**config.mk**
```make
export PLATFORM = sky130hd
export DESIGN_NAME = approx_adder_err_scan
export DESIGN_NICKNAME = d
export VERILOG_FILES = /design/src/rtl/approx_adder_err_scan.sv
export SDC_FILE = /design/constraint.sdc
export NUM_CORES = 1
export LEC_CHECK = 0
export BUFFER_PORTS_ARGS = -buffer_cell sky130_fd_sc_hd__buf_2
export CAP_MARGIN = 20
export CELL_PAD_IN_SITES_DETAIL_PLACEMENT = 1
export CELL_PAD_IN_SITES_GLOBAL_PLACEMENT = 1
export CORE_MARGIN = 5
export CORE_UTILIZATION = 42
export DETAILED_ROUTE_END_ITERATION = 6
export HOLD_SLACK_MARGIN = 0.15
export PLACE_DENSITY_LB_ADDON = 0.1
export SYNTH_ARGS = -nofsm -noshare
export SYNTH_HDL_FRONTEND = slang
export SYNTH_SLANG_ARGS = --single-unit
```
**constraint.sdc**
```tcl
create_clock -name i_clk -period 4.74 [get_ports i_clk]
set_input_delay 0.237 -clock i_clk [delete_from_list [all_inputs] [get_ports i_clk]]
set_output_delay 0.237 -clock i_clk [all_outputs]
set_load 0.005 [all_outputs]
```
**src/rtl/approx_adder_err_scan.sv**
```systemverilog
// ---------------------------------------------------------------------------
// approx_adder_err_scan
//
// Purpose:
//   On-chip stimulus generator and checker for an N-bit approximate adder.
//   It sweeps every operand pair {A,B} into an external adder. It compares
//   each returned {Cout,Sum} against the exact A+B. It accumulates these
//   results:
//     - the error count,
//     - the largest error distance,
//     - the sum of error distances,
//     - the index of the first failing vector.
//   Results are frozen once the sweep completes and stay readable until the
//   next start.
//
// Parameters:
//   N    operand width of the adder under test
//   LAT  cycles from an operand change to a valid adder result (>= 1)
//
// Ports:
//   i_clk            clock, all logic on the rising edge
//   i_rst_n          synchronous active-low reset
//   i_start          level start request, only honoured in IDLE
//   o_busy           sweep in progress
//   o_done           sweep complete, results valid and held
//   o_A, o_B         registered operands driven to the adder under test
//   i_Sum, i_Cout    result returned by the adder under test
//   o_err_cnt        number of vectors whose result differed from A+B
//   o_max_err        largest |result - (A+B)| seen
//   o_err_sum        sum of |result - (A+B)| over the sweep
//   o_first_err_vld  at least one error has been seen
//   o_first_err_idx  vector index {A,B} of the first error
// ---------------------------------------------------------------------------
module approx_adder_err_scan #(
    parameter int N   = 4,
    parameter int LAT = 1
) (
    input  logic             i_clk,
    input  logic             i_rst_n,
    input  logic             i_start,
    output logic             o_busy,
    output logic             o_done,
    output logic [N-1:0]     o_A,
    output logic [N-1:0]     o_B,
    input  logic [N-1:0]     i_Sum,
    input  logic             i_Cout,
    output logic [2*N:0]     o_err_cnt,
    output logic [N:0]       o_max_err,
    output logic [3*N:0]     o_err_sum,
    output logic             o_first_err_vld,
    output logic [2*N-1:0]   o_first_err_idx
);

    // The cycle counter must be able to hold LAT itself.
    localparam int CW = $clog2(LAT + 2);

    localparam logic [CW-1:0]  C_LAST  = CW'(LAT);
    localparam logic [CW-1:0]  C_ONE   = CW'(1);
    localparam logic [2*N-1:0] V_LAST  = '1;
    localparam logic [2*N-1:0] V_ONE   = (2*N)'(1);
    localparam logic [2*N:0]   CNT_ONE = (2*N+1)'(1);

    typedef enum logic [1:0] {
        IDLE,
        RUN,
        DONE
    } state_t;

    state_t state;
    state_t state_nxt;

    logic [2*N-1:0] vec;
    logic [CW-1:0]  cnt;

    logic [N:0] exact_sum;
    logic [N:0] got_sum;
    logic [N:0] err_dist;
    logic       cmp_now;
    logic       last_vec;

    // The operands come straight from the vector register. This keeps the
    // exact reference in step with what the adder is actually seeing.
    assign o_A = vec[2*N-1:N];
    assign o_B = vec[N-1:0];

    // Exact reference, absolute error distance and compare/sweep-end strobes.
    always_comb begin
        exact_sum = {1'b0, o_A} + {1'b0, o_B};
        got_sum   = {i_Cout, i_Sum};
        if (got_sum >= exact_sum) begin
            err_dist = got_sum - exact_sum;
        end else begin
            err_dist = exact_sum - got_sum;
        end
        cmp_now  = (state == RUN) && (cnt == C_LAST);
        last_vec = (vec == V_LAST);
    end

    // State register.
    always_ff @(posedge i_clk) begin
        if (!i_rst_n) begin
            state <= IDLE;
        end else begin
            state <= state_nxt;
        end
    end

    // Next-state and status outputs. DONE waits for i_start to drop, so a
    // start held high yields exactly one sweep.
    always_comb begin
        state_nxt = state;
        o_busy    = 1'b0;
        o_done    = 1'b0;
        case (state)
            IDLE: begin
                if (i_start) begin
                    state_nxt = RUN;
                end
            end
            RUN: begin
                o_busy = 1'b1;
                if (cmp_now && last_vec) begin
                    state_nxt = DONE;
                end
            end
            DONE: begin
                o_done = 1'b1;
                if (!i_start) begin
                    state_nxt = IDLE;
                end
            end
            default: begin
                state_nxt = IDLE;
            end
        endcase
    end

    // Vector walk and result accumulation.
    // Each vector is held for LAT+1 cycles and compared on its last cycle.
    // On the final vector the operands are left in place.
    always_ff @(posedge i_clk) begin
        if (!i_rst_n) begin
            vec             <= '0;
            cnt             <= '0;
            o_err_cnt       <= '0;
            o_max_err       <= '0;
            o_err_sum       <= '0;
            o_first_err_vld <= 1'b0;
            o_first_err_idx <= '0;
        end else begin
            case (state)
                IDLE: begin
                    if (i_start) begin
                        vec             <= '0;
                        cnt             <= '0;
                        o_err_cnt       <= '0;
                        o_max_err       <= '0;
                        o_err_sum       <= '0;
                        o_first_err_vld <= 1'b0;
                        o_first_err_idx <= '0;
                    end
                end
                RUN: begin
                    if (cmp_now) begin
                        if (err_dist != '0) begin
                            o_err_cnt <= o_err_cnt + CNT_ONE;
                            o_err_sum <= o_err_sum + (3*N+1)'(err_dist);
                            if (err_dist > o_max_err) begin
                                o_max_err <= err_dist;
                            end
                            if (!o_first_err_vld) begin
                                o_first_err_vld <= 1'b1;
                                o_first_err_idx <= vec;
                            end
                        end
                        if (!last_vec) begin
                            vec <= vec + V_ONE;
                        end
                        cnt <= '0;
                    end else begin
                        cnt <= cnt + C_ONE;
                    end
                end
                default: begin
                end
            endcase
        end
    end

endmodule

```
==> impl_metrics.yaml <==
power_and_ir_drop:
  finalPower_w: 0.000860
  swShare_pct: 30.9
  pwr-share-seq_pct: 48.6
  p_comb_share_pct: 20.2
  ir_worst_vdd_uv: 119
  intPower_w: 0.000595
  power_density_nw_per_um2: 241
  p_leak_nw: 1.52
  power.switching_w: 0.000266
  clkPwrFrac_pct: 31.2
die:
  die_x_um: 96.0
  start_util_pct: 43.0
  die_y_um: 96.0
  placementRows: 31
  core_area_um2: 7210
  io_pins: 54
  die_area_um2: 9210
synth:
  synthesis.area_um2: 3110
  yosys_warnings: 0
  async_reset_ff_share_pct: 0
  synth.avg_cell_area_um2: 8.28
  synth_cells: 375
  ys_ff_latch: 48
  seq_area_frac_synth_pct: 30.9
  ys_types: 55
  synth-edff-count: 0
  syn-num-nets: 411
  synth-main-ff-cell: "dfxtp_1"
critical_path:
  cp_data_required_time_ns: 4.94
  criticalPathCategory: "register to register"
  arrival_ns: 4.51
  start_kind: "register"
  cp-end-kind: "register"
  ff2ff_setup_slack_ns: 0.42
  rr_worst_depth: 19
  r2r_end: "o_err_sum[10]$_SDFFE_PN0P_"
  worstPathMaxFanout: 5
  r2r_start: "vec[4]$_SDFFE_PN0P_"
drt:
  drtIter0Drc: 53
  wire_per_inst_um: 15.7
  remaining_drc_errors: 0
  detail-route-antenna-nets: 0
  drt-total-wl_um: 8270
  avgViaCountPerCell: 5.49
  firstDrtPassIters: 4
  vias: 2894
cts:
  clock-sinks: 48
  postCtsHoldBufs: 0
  h-tree-depth: 2
  cts.path.max_buffers: 2
  cts_resized: 0
  cts_root_buffer: "clkbuf_8"
  cts-buffers-inserted: 5
  clk_pin_slew_worst_paths_ns: 0.10
  cts_tree: "built"
  clock_latency_ns: 0.30
  post-cts-setup-buffers: 0
grt:
  grt_pass1_vias: 2944
  grt_pass1_wl_um: 14100
  gr-usage-all-layers_pct: 19.0
  grt_max_degree: 43
  antenna_found_initial: 0
  grt_remaining_overflow: 0
sta:
  finalSetupTns_ns: 0
  finalCriticalPeriod_ns: 4.32
  worstMarginPinSlew_ns: 0.726
  relSlewSlack_pct: 51.6
  skew_ns: 0.00439
  rsz0062_at_grt: "no"
  holdWs_ns: 0.223
  finalCritPeriodShare_pct: 91.1
  drv_slew: 0
  clock.fmax_ghz: 0.232
  finalHoldViolations: 0
  finalSetupViolCount: 0
final_layout:
  layout-drive-gt1-share_pct: 18.9
  final_util_pct: 49.4
  nNetsFinal: 463
  fillers: 934
  area_growth_pct: 14.9
  multi_input_area_um2: 1960
  n_antenna_cell: 0
  register_area_um2: 962
  design_area_um2: 3570
placement:
  place.gp.congestion: 0.817
  dpl.hpwl_um: 6250
  portBuffers: 53
  placed_area_um2: 3470
status:
  status: "finished clean"
min_path:
  hp-start: "i_start"
  hold_end: "state[0]$_SDFFE_PN0P_"
  hold_class: "input pin to register"
  whs_path_depth: 3
run:
  drv_cap: 0
[cell usage in the layout, fill, tap and decap left out, types with 12 or more instances in the layout]
master and count:
a21oi_1 23, nand3_1 14, o22ai_1 14, nor2_1 22
a21boi_1 12, dfxtp_1 47, nand2_1 47, buf_2 53
inv_1 26, ha_1 24
[final cells by class]
class / instances / area share, %
Inverter: 27 / 2.84
Sequential cell: 48 / 27.0
Tap cell: 99 / 3.47
Multi-Input combinational cell: 284 / 54.9
Clock inverter: 2 / 0.421
Clock buffer: 6 / 2.31
Timing Repair Buffer: 61 / 9.12
[worst max-delay path by stage]
stage / from / end / slack [ns] / depth (start not counted)
2_1_floorplan: vec[4]$_SDFFE_PN0P_ / o_err_sum[10]$_SDFFE_PN0P_ / 0.43 / 21
3_3_place_gp: vec[5]$_SDFFE_PN0P_ / o_err_sum[8]$_SDFFE_PN0P_ / 0.50 / 18
3_5_place_dp: vec[5]$_SDFFE_PN0P_ / o_err_sum[10]$_SDFFE_PN0P_ / 0.26 / 18
4_1_cts: vec[5]$_SDFFE_PN0P_ / o_err_sum[10]$_SDFFE_PN0P_ / 0.24 / 18
5_1_grt: vec[4]$_SDFFE_PN0P_ / o_err_sum[10]$_SDFFE_PN0P_ / 0.03 / 19
6_report: vec[4]$_SDFFE_PN0P_ / o_err_sum[10]$_SDFFE_PN0P_ / 0.42 / 19
[metal layers]
metal / wire (µm) / track usage, % / up-vias
met5: 0 / 0 / -
met4: 83 / 4.98 / 0
met3: 182 / 2.27 / 8
met2: 3900 / 31.6 / 35
met1: 4110 / 25.8 / 1416
li1: - / - / 1435
[cell families (layout without fill, tap and decap cells)]
logic type | count (synthesis) | count (layout) | share of synthesized area (%)
AOI/OAI and AO/OA | 103 | 103 | 23.5
muxes | 3 | 3 | 1.01
xor gates and xnor gates | 15 | 15 | 4.23
adders and majority gates | 28 | 28 | 12.2
buffers and inverters | 43 | 96 | 6.12
and+or+nand+nor | 135 | 135 | 21.9
DFF | 48 | 48 | 30.9
[per-stage QoR]
stage	cells	setup WS (ns)
2_1_floorplan	375	0.427
3_5_place_dp	519	0.264
6_report	527	0.423
4_1_cts	527	0.244
5_1_grt	527	0.0323
3_3_place_gp	519	0.496
[cells in the mapped netlist (2+ instances only)]
cell,n,area (µm²)
o22ai_1,14,87.6
ha_1,24,300
nor2_1,22,82.6
o211ai_1,2,15.0
or4_1,4,30.0
nand4_1,4,25.0
buf_6,3,33.8
fa_1,4,80.1
or3_1,8,50.1
nor3_1,2,10.0
mux2i_1,2,20.0
nor2b_1,6,37.5
o31ai_1,2,15.0
nand2b_1,5,31.3
a2111o_1,2,22.5
inv_1,26,97.6
o21ai_2,2,17.5
a21o_1,6,45.0
buf_2,5,25.0
o31a_1,2,17.5
o21ai_0,11,55.1
clkbuf_1,8,30.0
a21boi_1,12,90.1
a21oi_1,23,115
a2111oi_0,2,17.5
a2bb2oi_1,2,17.5
o21ai_1,6,30.0
and3_1,4,25.0
nor4_1,2,12.5
nand3_1,14,70.1
and2_1,6,37.5
nand3b_1,3,22.5
dfxtp_1,48,961
a2111oi_4,2,55.1
xnor2_1,9,78.8
xor2_1,6,52.6
nand2_1,47,176
o21bai_1,3,22.5
nand4b_1,6,52.6
[worst max-delay path, stage by stage (launching register included)]
cell and delay (ns):
dfxtp_1 0.34, ha_1 0.17, inv_1 0.05, fa_1 0.39, xnor2_1 0.22, ha_1 0.32
a21oi_2 0.23, o21ai_2 0.15, a21oi_1 0.20, mux2i_1 0.28, inv_1 0.11, fa_1 0.45
inv_1 0.07, a21oi_1 0.06, o21bai_1 0.15, and2_1 0.19, o211ai_1 0.14, a2111oi_1 0.44
xnor2_1 0.18, nor2_1 0.06
[sequential cells by signal, indices dropped and copies added, names as in the netlist]
register / flops
cnt: 2
o_err_cnt: 9
o_err_sum: 13
o_first_err_idx: 8
o_first_err_vld: 1
o_max_err: 5
state: 2
vec: 8
[power by group through the flow]
stage / sequential [W] / combinational (W) / clock [W]
4_1_cts: 0.000418 / 0.000175 / 0.000277
5_1_grt: 0.000419 / 0.000195 / 0.000293
6_report: 0.000418 / 0.000174 / 0.000269
3_3_place_gp: 0.000427 / 0.000170 / 0
2_1_floorplan: 0.000427 / 0.000125 / 0
3_5_place_dp: 0.000427 / 0.000174 / 0
No activity file was read; power rests on OpenSTA's default activity.
